$ cat src/rtl/pipe_hazard_ctrl_if.sv
// Bundle between the ID-stage decoder/datapath and the hazard controller.
// Latency: none, wires only.
// Backpressure: the slave drives the stall/flush controls back to the master side.
interface pipe_hazard_ctrl_if #(
  parameter int NREG  = 32,
  parameter int CNT_W = 16
);
  // ID-stage decode fields
  logic [4:0]       id_rs1;
  logic [4:0]       id_rs2;
  logic [4:0]       id_rd;
  logic             id_use_rs1;
  logic             id_use_rs2;
  logic             id_reg_write;
  logic             id_jump;
  // Sequencing controls back to the datapath
  logic             id_valid;
  logic             pc_write_en;
  logic             ifid_write_en;
  logic             ifid_flush;
  logic             idex_bubble;
  logic             pcsrc_q;
  logic [NREG-1:0]  pending;
  logic [CNT_W-1:0] stall_cnt;
  logic [CNT_W-1:0] flush_cnt;

  modport master (
    output id_rs1, id_rs2, id_rd, id_use_rs1, id_use_rs2, id_reg_write, id_jump,
    input  id_valid, pc_write_en, ifid_write_en, ifid_flush, idex_bubble, pcsrc_q,
    input  pending, stall_cnt, flush_cnt
  );

  modport slave (
    input  id_rs1, id_rs2, id_rd, id_use_rs1, id_use_rs2, id_reg_write, id_jump,
    output id_valid, pc_write_en, ifid_write_en, ifid_flush, idex_bubble, pcsrc_q,
    output pending, stall_cnt, flush_cnt
  );
endinterface

$ cat src/rtl/pipe_hazard_ctrl.sv
// Scoreboard RAW-hazard stall, jump flush and ID-valid qualification for a 5-stage pipe.
// Latency: controls are combinational from scoreboard state and the ID fields.
// Backpressure: a RAW hazard freezes PC and IfId and bubbles IdEx until the source retires.
module pipe_hazard_ctrl #(
  parameter int NREG   = 32,
  parameter int RF_LAT = 3,
  parameter int CNT_W  = 16
) (
  input logic              i_clk,
  input logic              i_reset,
  pipe_hazard_ctrl_if.slave io_hz
);

  localparam int CW = $clog2(RF_LAT + 1);

  // Per-register cycles remaining until the RF holds the in-flight result.
  logic [CW-1:0]    r_cnt [NREG];
  logic             r_valid;
  logic [CNT_W-1:0] r_stall_cnt;
  logic [CNT_W-1:0] r_flush_cnt;

  logic [NREG-1:0]  w_busy;
  logic [NREG-1:0]  w_load;
  logic             w_valid;
  logic             w_src1_busy;
  logic             w_src2_busy;
  logic             w_hazard;
  logic             w_issue;
  logic             w_flush;

  // Busy mask: a register is busy while its countdown is nonzero.
  always_comb begin
    w_busy = '0;
    for (int r = 0; r < NREG; r++) begin
      w_busy[r] = (r_cnt[r] != '0);
    end
  end

  // Reset gates the valid flag so outputs are quiet before the first reset edge lands.
  assign w_valid     = r_valid & ~i_reset;
  assign w_src1_busy = io_hz.id_use_rs1 & w_busy[io_hz.id_rs1];
  assign w_src2_busy = io_hz.id_use_rs2 & w_busy[io_hz.id_rs2];
  assign w_hazard    = w_valid & (w_src1_busy | w_src2_busy);
  assign w_issue     = w_valid & ~w_hazard;
  assign w_flush     = w_issue & io_hz.id_jump;
  assign w_load      = (w_issue & io_hz.id_reg_write) ? (NREG'(1) << io_hz.id_rd) : '0;

  assign io_hz.id_valid      = w_valid;
  assign io_hz.pc_write_en   = ~w_hazard;
  assign io_hz.ifid_write_en = ~w_hazard;
  assign io_hz.ifid_flush    = w_flush;
  assign io_hz.idex_bubble   = ~w_issue;
  assign io_hz.pcsrc_q       = w_flush;
  assign io_hz.pending       = i_reset ? '0 : w_busy;
  assign io_hz.stall_cnt     = r_stall_cnt;
  assign io_hz.flush_cnt     = r_flush_cnt;

  // Scoreboard: an issuing writer reloads its destination (restarting a WAW), others count down.
  always_ff @(posedge i_clk) begin
    for (int r = 0; r < NREG; r++) begin
      if (i_reset) begin
        r_cnt[r] <= '0;
      end else if (w_load[r]) begin
        r_cnt[r] <= CW'(RF_LAT);
      end else if (w_busy[r]) begin
        r_cnt[r] <= r_cnt[r] - CW'(1);
      end
    end
  end

  // ID valid: squashed by a flush, held across a stall, otherwise a fresh fetch arrives.
  always_ff @(posedge i_clk) begin
    if (i_reset) begin
      r_valid <= 1'b0;
    end else if (w_flush) begin
      r_valid <= 1'b0;
    end else if (!w_hazard) begin
      r_valid <= 1'b1;
    end
  end

  // Saturating performance counters for stall cycles and jump flushes.
  always_ff @(posedge i_clk) begin
    if (i_reset) begin
      r_stall_cnt <= '0;
      r_flush_cnt <= '0;
    end else begin
      if (w_hazard && (r_stall_cnt != '1)) begin
        r_stall_cnt <= r_stall_cnt + CNT_W'(1);
      end
      if (w_flush && (r_flush_cnt != '1)) begin
        r_flush_cnt <= r_flush_cnt + CNT_W'(1);
      end
    end
  end

endmodule

$ cat src/flat_wrapper.sv
// flat-port wrapper written by rule: the top's interface ports become plain ports
module pipe_hazard_ctrl_flat 
#(
  parameter int NREG   = 32,
  parameter int RF_LAT = 3,
  parameter int CNT_W  = 16
)
  (i_clk, i_reset, io_hz_id_rs1, io_hz_id_rs2, io_hz_id_rd, io_hz_id_use_rs1, io_hz_id_use_rs2, io_hz_id_reg_write, io_hz_id_jump, io_hz_id_valid, io_hz_pc_write_en, io_hz_ifid_write_en, io_hz_ifid_flush, io_hz_idex_bubble, io_hz_pcsrc_q, io_hz_pending, io_hz_stall_cnt, io_hz_flush_cnt);
  pipe_hazard_ctrl_if #(.NREG(NREG), .CNT_W(CNT_W)) io_hz_i ();
  input logic i_clk;
  input logic i_reset;
  input wire logic [$bits(io_hz_i.id_rs1)-1:0] io_hz_id_rs1;
  input wire logic [$bits(io_hz_i.id_rs2)-1:0] io_hz_id_rs2;
  input wire logic [$bits(io_hz_i.id_rd)-1:0] io_hz_id_rd;
  input wire logic [$bits(io_hz_i.id_use_rs1)-1:0] io_hz_id_use_rs1;
  input wire logic [$bits(io_hz_i.id_use_rs2)-1:0] io_hz_id_use_rs2;
  input wire logic [$bits(io_hz_i.id_reg_write)-1:0] io_hz_id_reg_write;
  input wire logic [$bits(io_hz_i.id_jump)-1:0] io_hz_id_jump;
  output wire logic [$bits(io_hz_i.id_valid)-1:0] io_hz_id_valid;
  output wire logic [$bits(io_hz_i.pc_write_en)-1:0] io_hz_pc_write_en;
  output wire logic [$bits(io_hz_i.ifid_write_en)-1:0] io_hz_ifid_write_en;
  output wire logic [$bits(io_hz_i.ifid_flush)-1:0] io_hz_ifid_flush;
  output wire logic [$bits(io_hz_i.idex_bubble)-1:0] io_hz_idex_bubble;
  output wire logic [$bits(io_hz_i.pcsrc_q)-1:0] io_hz_pcsrc_q;
  output wire logic [$bits(io_hz_i.pending)-1:0] io_hz_pending;
  output wire logic [$bits(io_hz_i.stall_cnt)-1:0] io_hz_stall_cnt;
  output wire logic [$bits(io_hz_i.flush_cnt)-1:0] io_hz_flush_cnt;
  assign io_hz_i.id_rs1 = io_hz_id_rs1;
  assign io_hz_i.id_rs2 = io_hz_id_rs2;
  assign io_hz_i.id_rd = io_hz_id_rd;
  assign io_hz_i.id_use_rs1 = io_hz_id_use_rs1;
  assign io_hz_i.id_use_rs2 = io_hz_id_use_rs2;
  assign io_hz_i.id_reg_write = io_hz_id_reg_write;
  assign io_hz_i.id_jump = io_hz_id_jump;
  assign io_hz_id_valid = io_hz_i.id_valid;
  assign io_hz_pc_write_en = io_hz_i.pc_write_en;
  assign io_hz_ifid_write_en = io_hz_i.ifid_write_en;
  assign io_hz_ifid_flush = io_hz_i.ifid_flush;
  assign io_hz_idex_bubble = io_hz_i.idex_bubble;
  assign io_hz_pcsrc_q = io_hz_i.pcsrc_q;
  assign io_hz_pending = io_hz_i.pending;
  assign io_hz_stall_cnt = io_hz_i.stall_cnt;
  assign io_hz_flush_cnt = io_hz_i.flush_cnt;
  pipe_hazard_ctrl #(.NREG(NREG), .RF_LAT(RF_LAT), .CNT_W(CNT_W)) u_core (.i_clk(i_clk), .i_reset(i_reset), .io_hz(io_hz_i));
endmodule
$ cat config.mk
export PLATFORM = sky130hd
export DESIGN_NAME = pipe_hazard_ctrl_flat
export DESIGN_NICKNAME = d
export VERILOG_FILES = /design/src/rtl/pipe_hazard_ctrl_if.sv /design/src/rtl/pipe_hazard_ctrl.sv /design/src/flat_wrapper.sv
export SDC_FILE = /design/constraint.sdc
export NUM_CORES = 1
export LEC_CHECK = 0
export CAP_MARGIN = 40
export CORE_MARGIN = 4
export CORE_UTILIZATION = 59
export DETAILED_ROUTE_END_ITERATION = 6
export PLACE_DENSITY = 0.86
export SLEW_MARGIN = 40
export SYNTH_ARGS = -nofsm -noshare
export SYNTH_HDL_FRONTEND = slang
export SYNTH_SLANG_ARGS = --single-unit
$ cat constraint.sdc
create_clock -name i_clk -period 6 [get_ports i_clk]
set_clock_uncertainty 0.1 [all_clocks]
set_input_delay 0.6 -clock i_clk [delete_from_list [all_inputs] [get_ports i_clk]]
set_output_delay 0.6 -clock i_clk [all_outputs]
set_load 0.05 [all_outputs]
# Word-level counts from Yosys, hierarchy flattened
# Memory sizes are Yosys's and may differ from the RTL's.
# Index checks and enable logic that the tools add are counted.
# word_totals
latchBits	0
ram_bits	64
mem_count	1
romBits	0
ff_bits	33
word_cells	449
# mem_list
memory	depth	width	rd	rd_clocked_by_memory_dff	write_ports	line_no	rtl
u_core.r_cnt	32	2	32	0	32	pipe_hazard_ctrl.sv:17	logic [CW-1:0] r_cnt [NREG];
# op_classes
div_mod_pow	0
add_sub_neg	34
n_shift	1
n_mul	0
bitwise	75
n_reduce_logical	35
order_cmp	2
eq_ne	2
muxes	296
# ops
operator	n
two-way mux 1 bit	228
two-way mux 2 bit	64
bitwise OR 1 bit	65
two-way mux 32 bit	2
nonzero test 2 bit	32
subtractor 2 x 1 -> 2 bit, second input constant	32
adder 16 x 1 -> 16 bit, second input constant	2
!= test 16 bit, second input constant	2
<< shifter 1 x 5 -> 32 bit, first input constant	1
< comparator 5 x 6 -> 1 bit, second input constant	2
binary-select mux 1 bit (select 5 bit)	2
AND 1 bit	7
NOT 1 bit	3
logical AND 1 bit	2
OR reduction 2 bit	1

# Logic depth before layout (Yosys ltp)
# Gate-level depths: netlist of the first run.
# logic_depth
ltp_word	15
ltp_mapped	11
mapped_depth_nobuf	10

# Worst setup path before layout of the first run
# No wires, ideal clock.
# synth_path
path_kind	in2out
startpoint	input port io_hz_id_rs2[0]
endpoint	output port io_hz_pc_write_en
required_time_ps	5300
arrival_time_ps	3137
stages	10
setup_slack_ps	2163
path_cell_list	buf_2 > buf_4 > mux2i_1 > mux4_2 > a211o_1 > nand4_1 > a21boi_4 > inv_2 > clkbuf_1 > buf_4
# synth_between
elab_chain_len	6
# synth_lines
element	line_no	rtl
start: declaration	flat_wrapper.sv:13	input wire logic [$bits(io_hz_i.id_rs2)-1:0] io_hz_id_rs2;
binary-select mux 1 bit (select 5 bit)	pipe_hazard_ctrl.sv:42	assign w_src2_busy = io_hz.id_use_rs2 & w_busy[io_hz.id_rs2];
two-way mux 1 bit (not written as such)	pipe_hazard_ctrl.sv:42	
AND 1 bit	pipe_hazard_ctrl.sv:42	
bitwise OR 1 bit	pipe_hazard_ctrl.sv:43	assign w_hazard = w_valid & (w_src1_busy | w_src2_busy);
AND 1 bit	pipe_hazard_ctrl.sv:43	
NOT 1 bit	--	
end: declaration	flat_wrapper.sv:20	output wire logic [$bits(io_hz_i.pc_write_en)-1:0] io_hz_pc_write_en;
# No other way between the ends. The select of a mux whose other input is x is not followed.

# Worst setup path in the final report of the first run
# layout_path
startpoint	input port io_hz_id_rs1[0]
endpoint	output port io_hz_ifid_write_en
# layout_between
elab_chain_len	6
# layout_lines
element	line_no	rtl
start: declaration	flat_wrapper.sv:12	input wire logic [$bits(io_hz_i.id_rs1)-1:0] io_hz_id_rs1;
binary-select mux 1 bit (select 5 bit)	pipe_hazard_ctrl.sv:41	assign w_src1_busy = io_hz.id_use_rs1 & w_busy[io_hz.id_rs1];
two-way mux 1 bit (not written as such)	pipe_hazard_ctrl.sv:41	
AND 1 bit	pipe_hazard_ctrl.sv:41	
bitwise OR 1 bit	pipe_hazard_ctrl.sv:43	
AND 1 bit	pipe_hazard_ctrl.sv:43	
NOT 1 bit	pipe_hazard_ctrl.sv:50	assign io_hz.ifid_write_en = ~w_hazard;
end: declaration	flat_wrapper.sv:21	output wire logic [$bits(io_hz_i.ifid_write_en)-1:0] io_hz_ifid_write_en;
# No other way between the ends. The select of a mux whose other input is x is not followed.

==> results of run 1 <==
-- flip-flops by register name, indices dropped and copies added (netlist names) --
name                    flops
u_core.io_hz.flush_cnt     16
u_core.r_cnt               64
u_core.r_valid              1
u_core.io_hz.stall_cnt     16
-- metal layers --
metal | GRT usage [%] | up-vias | part of all wire [%] | routed length (um)
met3 | 5.68 | 21 | 7.4 | 1120
met2 | 43.3 | 186 | 49 | 7340
met4 | 8.90 | 0 | 1.7 | 251
met1 | 32.8 | 2499 | 42 | 6410
li1 | - | 2476 | - | -
met5 | 0 | - | 0 | 0
-- cell families (layout without fill, tap and decap cells) --
logic type,Yosys count,count (layout),share of synthesized area [%]
buf+inv,119,185,7.91
fa+ha+maj,34,34,7.04
mux,43,43,8.53
simple gates,197,197,16.9
compound gates,136,136,16.9
flops,97,97,42.7
-- through the flow --
step	cells	utilization, %	setup slack (ns)
after global placement	807	70.3	1.40
after CTS	824	72.0	1.31
after detailed placement	808	70.4	1.30
after floorplan	626	-	2.16
final	825	72.2	1.28
after global routing	825	72.2	1.10
-- cell usage after synthesis (all sizes together) (2+ instances only) --
cell	number
nand2b	4
a21oi	15
mux2	8
inv	73
a22oi	2
nand3	41
mux2i	29
o2bb2ai	18
nand4	10
a211oi	2
o211ai	21
clkbuf	30
a211o	2
and3	10
buf	15
or4	10
dfxtp	33
or3	26
or2	2
nor2	49
nand2	22
o31ai	38
nor4	2
nor3	6
o32ai	17
mux4	6
nor2b	10
o21ai	12
and4	2
o21a	2
ha	34
edfxtp	64
or3b	3
-- worst paths after layout --
path                                   from  slack, ns                         to
setup / recovery            io_hz_id_rs1[0]       1.28        io_hz_ifid_write_en
hold / removal    u_core.io_hz.flush_cnt[4]       0.40  u_core.io_hz.flush_cnt[4]
setup reg to reg        u_core.r_cnt[1][26]       2.15        u_core.r_cnt[1][21]
hold reg to reg   u_core.io_hz.flush_cnt[4]       0.40  u_core.io_hz.flush_cnt[4]
-- final cells by class --
| cell class | count | area, sq um | share of cell area, % |
|---|---|---|---|
| Inverter | 74 | 278 | 3.90 |
| Sequential cell | 97 | 2580 | 36.3 |
| Timing Repair Buffer | 95 | 940 | 13.2 |
| Clock inverter | 5 | 30.0 | 0.422 |
| Tap cell | 133 | 166 | 2.34 |
| Multi-Input combinational cell | 410 | 2990 | 42.0 |
| Clock buffer | 11 | 131 | 1.85 |
-- critical path, cell delays in order --
cell and delay (ns):
clkdlybuf4s50_1 0.96, mux2i_1 0.26, mux4_2 0.28, a211oi_1 0.09, or4_4 0.61, a21boi_4 0.29
inv_2 0.18, clkdlybuf4s50_1 0.74
-- power by group --
part | total, mW | switching, mW | internal, mW
Clock | 0.384 | 0.232 | 0.151
Combinational | 1.45 | 0.909 | 0.539
Sequential | 1.05 | 0.0653 | 0.980
Total | 2.88 | 1.21 | 1.67
==> flow_metrics.py, run 1 <==
metrics = {
    "die": {
        "die_x_um": 109,
        "core-area_sq_um": 9860,
        "dieHeight_um": 109,
        "initial_utilization_pct": 61.3,
        "dieArea_sq_um": 11900,
        "io_pins": 91,
        "row_count": 36,
    },
    "clock_network": {
        "cts_tree": "yes",
        "cts_sinks": 97,
        "htreeDepth": 3,
        "clock_latency_ns": 0.38,
        "root_buffer": "clkbuf_8",
        "cts_inserted_buffers": 9,
        "post_cts_resized": 0,
        "clk_path_buf_depth": 2,
        "clkTransAtPathRegs_ns": 0.09,
        "hold_buffers": 0,
        "cts_setup_buffers": 0,
    },
    "finish": {
        "mostFrequentLayoutCells": "clkdlybuf4s50_1, inv_1, edfxtp_1, nor2_1, nand3_1",
        "drive_gt1_share_pct": 5.92,
        "layout_commonest_cell": "clkdlybuf4s50_1",
        "syn2layout_area_growth_pct": 17.7,
        "layout.nets": 742,
        "antenna_cells": 0,
        "fillers": 723,
        "final_cell_area_sq_um": 7120,
    },
    "logic_synthesis": {
        "syn-num-nets": 681,
        "yosysWarnings": 0,
        "synth_top_area_share_pct": 31.8,
        "ys_ff_latch": 97,
        "async_flop_share_pct": 0,
        "synthFlopType": "edfxtp_1",
        "syn_area_per_cell_sq_um": 9.66,
        "synth_area_sq_um": 6050,
        "synth_cell_types": 47,
        "ys_seq_area_share_pct": 42.7,
        "synthCells": 626,
        "yosys-top-cells-area": "edfxtp_1, dfxtp_1, ha_1, mux2i_1, o31ai_1",
        "yosysTopAreaCell": "edfxtp_1",
        "synth_edf_count": 64,
    },
    "global_route": {
        "antenna_found_initial": 0,
        "grt_max_degree": 59,
        "grt_overflow": 0,
        "grt_use_total_pct": 25.7,
        "grt_pass1_wl_um": 24000,
        "grt_pass1_vias": 4894,
    },
    "drt": {
        "first_iter_violations": 277,
        "drtAntennaViolNets": 0,
        "dr.pass1.iters": 5,
        "avgViaCountPerCell": 6.28,
        "routedWlPerCell_um": 18.3,
        "dr_total_vias": 5182,
        "wl_um": 15100,
        "remaining_drc_errors": 0,
    },
    "timing": {
        "tns_ns": 0,
        "rsz0062_at_grt": "false",
        "slew_headroom_pct": 49.3,
        "setup_viol": 0,
        "fin_crit_sh_pct": 78.7,
        "finalMaxSlewViolations": 0,
        "fmax_mhz": 212,
        "hold_viol": 0,
        "worst_hold_slack_ns": 0.404,
        "worst_pin_slew_ns": 0.758,
        "layout_min_cycle_time_ns": 4.72,
    },
    "place": {
        "io_buffers": 90,
        "place.detailed.hpwl_um": 11100,
        "place_congestion": 0.895,
        "placed_area_sq_um": 6950,
    },
    "critical_path": {
        "worstPathRequired_ns": 5.30,
        "cp.arrival_ns": 4.02,
        "crit_path_max_fanout": 17,
        "r2r_cells": 10,
        "crit_path_start_kind": "input pin",
        "path_class": "in2out",
        "end_kind": "output pin",
    },
    "min_path": {
        "hold_depth": 1,
        "hold_class": "reg2reg",
    },
    "pwr": {
        "p_per_area_nw_per_um2": 404,
        "p_leak_nw": 2.64,
        "vdd_drop_max_mv": 0.184,
        "totalPowerFinal_mw": 2.88,
    },
    "job": {
        "maxCapViolations": 0,
    },
    "status": {
        "status": "finished clean",
    },
}
Power figures use the tool's default switching activity.
==> run 2: changes to the inputs <==
--- a/config.mk
+++ b/config.mk
@@ -7,9 +7,9 @@
 export LEC_CHECK = 0
 export CAP_MARGIN = 40
 export CORE_MARGIN = 4
-export CORE_UTILIZATION = 59
+export CORE_UTILIZATION = 50
 export DETAILED_ROUTE_END_ITERATION = 6
-export PLACE_DENSITY = 0.86
+export PLACE_DENSITY = 0.78
 export SLEW_MARGIN = 40
 export SYNTH_ARGS = -nofsm -noshare
 export SYNTH_HDL_FRONTEND = slang
==> constraint.sdc (replaced) <==
create_clock -name i_clk -period 4 [get_ports i_clk]
set_clock_uncertainty 0.1 [all_clocks]
set_input_delay 0.4 -clock i_clk [delete_from_list [all_inputs] [get_ports i_clk]]
set_output_delay 0.4 -clock i_clk [all_outputs]
set_load 0.05 [all_outputs]
==> run 2 against run 1 <==
First-iteration DRC count increased by 20%. Clock power increased by 130%. Register-to-register slack got worse by 1.7 ns. Sequential share of layout area decreased by 1.4 points. Sequential cell count unchanged. Die area increased by 17%. Largest cell class unchanged. Routed wire length increased by 2.6%.
==> flow_metrics.py, run 2 (synthesis results as in run 1) <==
metrics = {
    "finish": {
        "syn2layout_area_growth_pct": 22.4,
        "layout_commonest_cell": "clkdlybuf4s50_1",
        "layout.nets": 752,
        "antenna_cells": 0,
        "largest_register": "u_core.r_cnt",
        "drive_gt1_share_pct": 8.26,
        "register_area_sq_um": 2580,
        "final_cell_area_sq_um": 7400,
        "largest_reg_flops": 64,
        "utilization_pct": 63.7,
        "stdcell_count": 845,
        "fillers": 921,
        "mostFrequentLayoutCells": "clkdlybuf4s50_1, inv_1, edfxtp_1, nor2_1, nand3_1",
        "multi_input_area_sq_um": 2990,
    },
    "status": {
        "status": "finished clean",
    },
    "critical_path": {
        "r2r_end": "u_core.r_cnt[1][19]",
        "r2r-start": "u_core.r_cnt[1][30]",
        "r2r_cells": 10,
        "crit_path_start_kind": "flop",
        "path_buf_inv": 5,
        "end_kind": "output pin",
        "worstPathRequired_ns": 3.50,
        "cp_top_family": "multiplexers",
        "cp.arrival_ns": 3.12,
        "path_cells": "inv_1, ha_1, mux4_2, mux2i_1, a211oi_1, or4_4, buf_4, a21boi_4, inv_2, buf_4, buf_12",
        "path_class": "reg2out",
        "crit_path_max_fanout": 16,
        "rrSetupSlack_ns": 0.44,
        "cpMostUsedCell": "buf_4",
        "critPathMaxStageDelay_ns": 0.55,
        "slowest_stage": "or4_4",
    },
    "die": {
        "die_x_um": 118,
        "dieArea_sq_um": 13900,
        "dieHeight_um": 118,
        "row_count": 39,
        "io_pins": 91,
        "core-area_sq_um": 11600,
        "initial_utilization_pct": 52.1,
    },
    "global_route": {
        "grt_max_degree": 65,
        "grt_pass1_vias": 5078,
        "antenna_found_initial": 0,
        "grt_use_total_pct": 22.4,
        "grt_overflow": 0,
        "grt_pass1_wl_um": 25300,
    },
    "timing": {
        "layout_setup_ws_ns": 0.378,
        "slew_headroom_pct": 54.7,
        "tns_ns": 0,
        "worst_pin_slew_ns": 0.679,
        "hold_viol": 0,
        "layout_min_cycle_time_ns": 3.62,
        "fin_crit_sh_pct": 90.5,
        "fmax_mhz": 276,
        "rsz0062_at_grt": "false",
        "finalMaxSlewViolations": 0,
        "worst_hold_slack_ns": 0.394,
        "setup_viol": 0,
    },
    "drt": {
        "first_iter_violations": 333,
        "dr_total_vias": 5228,
        "dr.pass1.iters": 5,
        "avgViaCountPerCell": 6.19,
        "wl_um": 15500,
        "drtAntennaViolNets": 0,
        "routedWlPerCell_um": 18.4,
        "remaining_drc_errors": 0,
    },
    "clock_network": {
        "cts_tree": "yes",
        "clk_path_buf_depth": 2,
        "post_cts_resized": 0,
        "clock_latency_ns": 0.36,
        "htreeDepth": 3,
        "hold_buffers": 0,
        "cts_inserted_buffers": 9,
        "cts_sinks": 97,
        "clkTransAtPathRegs_ns": 0.07,
        "root_buffer": "clkbuf_16",
        "cts_setup_buffers": 0,
    },
    "min_path": {
        "hold_depth": 1,
        "min_to": "u_core.io_hz.stall_cnt[2]",
        "hold_class": "reg2reg",
        "min_from": "u_core.io_hz.stall_cnt[2]",
    },
    "job": {
        "maxCapViolations": 0,
    },
    "place": {
        "place.detailed.hpwl_um": 11200,
        "pre_cts_slack_ns": 0.119,
        "placed_area_sq_um": 7090,
        "place_congestion": 0.898,
        "dp.cells": 829,
        "io_buffers": 90,
    },
    "pwr": {
        "clock_power_share_pct": 19.2,
        "p_per_area_nw_per_um2": 628,
        "totalPowerFinal_mw": 4.65,
        "power.internal_mw": 2.80,
        "sw_frac_of_total_pct": 39.7,
        "p_comb_share_pct": 47.0,
        "power_switching_mw": 1.85,
        "vdd_drop_max_mv": 0.264,
        "seqPwrFrac_pct": 33.8,
        "p_leak_nw": 2.78,
    },
}
run 2: changes by cell type in the layout (fill, tap and decap cells not counted), sizes merged:
cell,previous run,this run
inv,76,74
clkbuf,11,12
clkdlybuf4s50,89,84
clkinvlp,0,1
buf,6,21
run 2: layout make-up:
cell class	instances	area share (%)
clock inverter	4	0.406
tap	143	2.42
timing repair buffer	105	14.3
inverter	74	3.75
multi-input combinational	410	40.4
clock buffer	12	3.77
sequential	97	34.9
run 2: power groups by stage:
stage	Clock, mW	Combinational, mW	Sequential [mW]
after floorplan	0	1.54	1.57
after global placement	0	2.08	1.58
after detailed placement	0	2.18	1.59
after CTS	0.906	2.19	1.57
after global routing	0.942	2.39	1.60
final	0.895	2.19	1.57
run 2: worst max-delay path by stage:
stage                                    from  cells after the start                  end  slack (ns)
after floorplan           u_core.r_cnt[1][10]                     11  u_core.r_cnt[0][10]        0.51
after global placement        io_hz_id_rs1[0]                      9  u_core.r_cnt[1][22]        0.24
final                      u_core.r_cnt[1][6]                     11  io_hz_ifid_write_en        0.38
after global routing      u_core.r_cnt[1][26]                     10  u_core.r_cnt[1][19]        0.24
after CTS                  u_core.r_cnt[1][6]                     11  io_hz_ifid_write_en        0.37
after detailed placement      io_hz_id_rs1[0]                      9  u_core.r_cnt[1][19]        0.12
run 2: worst reg2reg max path, delay by kind of cell (launching register included):
kind,cells,cell delay [ns]
buffers and inverters,2,0.30
flip-flops,1,0.36
adder cells (fa/ha/maj),1,0.26
AND/OR/NAND/NOR,3,0.93
AO/OA/AOI/OAI,2,0.66
multiplexers,2,0.62
run 2: routing by layer:
layer / wire, um / share of wire, % / GRT usage (%) / vias up
li1: - / - / - / 2489
met1: 6430 / 41 / 27.2 / 2519
met2: 7550 / 49 / 38.2 / 194
met3: 1210 / 7.8 / 5.33 / 26
met4: 315 / 2.0 / 9.01 / 0
met5: 0 / 0 / 0 / -
==> run 3: changes to the inputs <==
--- a/config.mk
+++ b/config.mk
@@ -7,9 +7,8 @@
 export LEC_CHECK = 0
 export CAP_MARGIN = 40
 export CORE_MARGIN = 4
-export CORE_UTILIZATION = 50
+export CORE_UTILIZATION = 39
 export DETAILED_ROUTE_END_ITERATION = 6
-export PLACE_DENSITY = 0.78
 export SLEW_MARGIN = 40
 export SYNTH_ARGS = -nofsm -noshare
 export SYNTH_HDL_FRONTEND = slang
==> run 3 against run 2 <==
Worst hold slack improved by 0.0047 ns. Non-clock buffer count fell by 2. Cell count rose by 5.1%. Sequential power barely moved. First-iteration DRC count fell by 11%. Register-to-register slack improved by 0.03 ns. Die area rose by 26%. Final area rose by 0.39%. Combinational power barely moved. Via count fell by 2.9%. Total power fell by 0.48%.
==> flow_metrics.py, run 3 (synthesis results as in run 1) <==
metrics = {
    "status": {
        "status": "finished clean",
    },
    "critical_path": {
        "worstPathRequired_ns": 3.50,
        "cp_top_family": "buffers and inverters",
        "r2r_end": "u_core.r_cnt[1][22]",
        "path_cells": "clkdlybuf4s50_1, buf_4, mux2i_1, a311oi_1, and3_1, or4_4, nand3_1, buf_4, buf_12",
        "path_buf_inv": 4,
        "r2r-start": "u_core.r_cnt[1][26]",
        "crit_path_max_fanout": 16,
        "worstSetupStartpoint": "io_hz_id_rs1[0]",
        "rrSetupSlack_ns": 0.47,
        "cpMostUsedCell": "buf_4",
        "crit_path_start_kind": "input pin",
        "cp.arrival_ns": 3.10,
        "r2r_cells": 9,
        "slowest_stage": "clkdlybuf4s50_1",
        "critPathMaxStageDelay_ns": 0.63,
        "end_kind": "output pin",
        "path_class": "in2out",
    },
    "timing": {
        "setup_viol": 0,
        "layout_min_cycle_time_ns": 3.60,
        "layout_setup_ws_ns": 0.402,
        "rsz0062_at_grt": "false",
        "fmax_mhz": 278,
        "slew_headroom_pct": 57.4,
        "hold_viol": 0,
        "tns_ns": 0,
        "worst_hold_slack_ns": 0.399,
        "fin_crit_sh_pct": 90.0,
        "finalMaxSlewViolations": 0,
        "worst_pin_slew_ns": 0.636,
    },
    "place": {
        "io_buffers": 90,
        "place.detailed.hpwl_um": 11800,
        "placed_area_sq_um": 7130,
        "pre_cts_slack_ns": 0.125,
        "place_congestion": 0.784,
    },
    "finish": {
        "antenna_cells": 0,
        "layout.nets": 750,
        "largest_reg_flops": 64,
        "largest_register": "u_core.r_cnt",
        "multi_input_area_sq_um": 2990,
        "fillers": 1424,
        "syn2layout_area_growth_pct": 22.9,
        "layout_commonest_cell": "clkdlybuf4s50_1",
        "final_cell_area_sq_um": 7430,
        "register_area_sq_um": 2580,
        "mostFrequentLayoutCells": "clkdlybuf4s50_1, inv_1, edfxtp_1, nor2_1, nand3_1",
        "drive_gt1_share_pct": 8.00,
    },
    "drt": {
        "wl_um": 15900,
        "avgViaCountPerCell": 5.72,
        "first_iter_violations": 297,
        "routedWlPerCell_um": 17.9,
        "remaining_drc_errors": 0,
        "drtAntennaViolNets": 0,
        "dr_total_vias": 5077,
        "dr.pass1.iters": 5,
    },
    "min_path": {
        "hold_depth": 1,
        "min_from": "u_core.io_hz.stall_cnt[2]",
        "hold_class": "reg2reg",
        "min_to": "u_core.io_hz.stall_cnt[2]",
    },
    "pwr": {
        "p_leak_nw": 2.77,
        "p_per_area_nw_per_um2": 623,
        "vdd_drop_max_mv": 0.223,
    },
    "clock_network": {
        "hold_buffers": 0,
        "cts_setup_buffers": 0,
        "cts_inserted_buffers": 9,
        "cts_sinks": 97,
        "post_cts_resized": 0,
        "clock_latency_ns": 0.36,
        "clkTransAtPathRegs_ns": 0.07,
        "root_buffer": "clkbuf_16",
        "cts_tree": "yes",
        "clk_path_buf_depth": 2,
        "htreeDepth": 3,
    },
    "die": {
        "row_count": 45,
        "io_pins": 91,
        "initial_utilization_pct": 39.8,
        "dieHeight_um": 133,
        "dieArea_sq_um": 17600,
        "die_x_um": 133,
        "core-area_sq_um": 15200,
    },
    "global_route": {
        "grt_overflow": 0,
        "grt_use_total_pct": 18.6,
        "grt_max_degree": 50,
        "grt_pass1_wl_um": 26500,
        "antenna_found_initial": 0,
        "grt_pass1_vias": 5258,
    },
    "job": {
        "maxCapViolations": 0,
    },
}
-- run 3: cell count changes in the layout (fill, tap and decap cells not counted), sizes merged --
cell,delta
inv,+2
clkinv,-1
clkbuf,-1
buf,-2
-- run 3: stage by stage --
stage / cells / power, mW / util, %
detailed placement: 872 / 3.79 / 46.9
finish: 888 / 4.63 / 48.9
floorplan: 626 / 3.11 / -
global route: 888 / 4.94 / 48.9
global placement: 872 / 3.69 / 46.9
CTS: 888 / 4.67 / 48.9
-- run 3: layer usage --
layer	GRT usage (%)	vias to the layer above	wire length, um
li1	-	2486	-
met2	30.1	142	7470
met5	0	-	0
met4	8.08	0	391
met1	24.1	2424	7170
met3	3.99	25	829
-- run 3: report_power, final --
part / internal [mW] / switching, mW / total (mW)
combinational: 0.829 / 1.36 / 2.19
sequential: 1.47 / 0.0954 / 1.57
clock: 0.478 / 0.397 / 0.875
total: 2.78 / 1.85 / 4.63
-- run 3: worst max path at each step --
stage / cells past startpoint / slack, ns / end
finish: 9 / 0.40 / io_hz_idex_bubble
global route: 9 / 0.21 / u_core.r_cnt[0][22]
CTS: 8 / 0.37 / io_hz_idex_bubble
detailed placement: 10 / 0.13 / u_core.io_hz.stall_cnt[15]
global placement: 10 / 0.20 / u_core.io_hz.stall_cnt[15]
floorplan: 11 / 0.51 / u_core.r_cnt[0][10]
-- run 3: cell type report --
class                   count  share of cell area (%)
multi-input cells         410                    40.3
flip-flops and latches     97                    34.8
repair buffers            103                    14.1
inverters                  74                    3.74
clock buffers              11                    3.55
well taps                 188                    3.17
clock inverters             5                   0.438
-- run 3: worst reg2reg max path: stages, from the launching register on --
cell and delay [ns]:
edfxtp_1 0.40, inv_1 0.08, ha_1 0.29, mux2i_1 0.12, mux4_2 0.49, a211oi_1 0.31, or4_4 0.23, nand3_1 0.18
or3b_2 0.69, o211ai_1 0.32
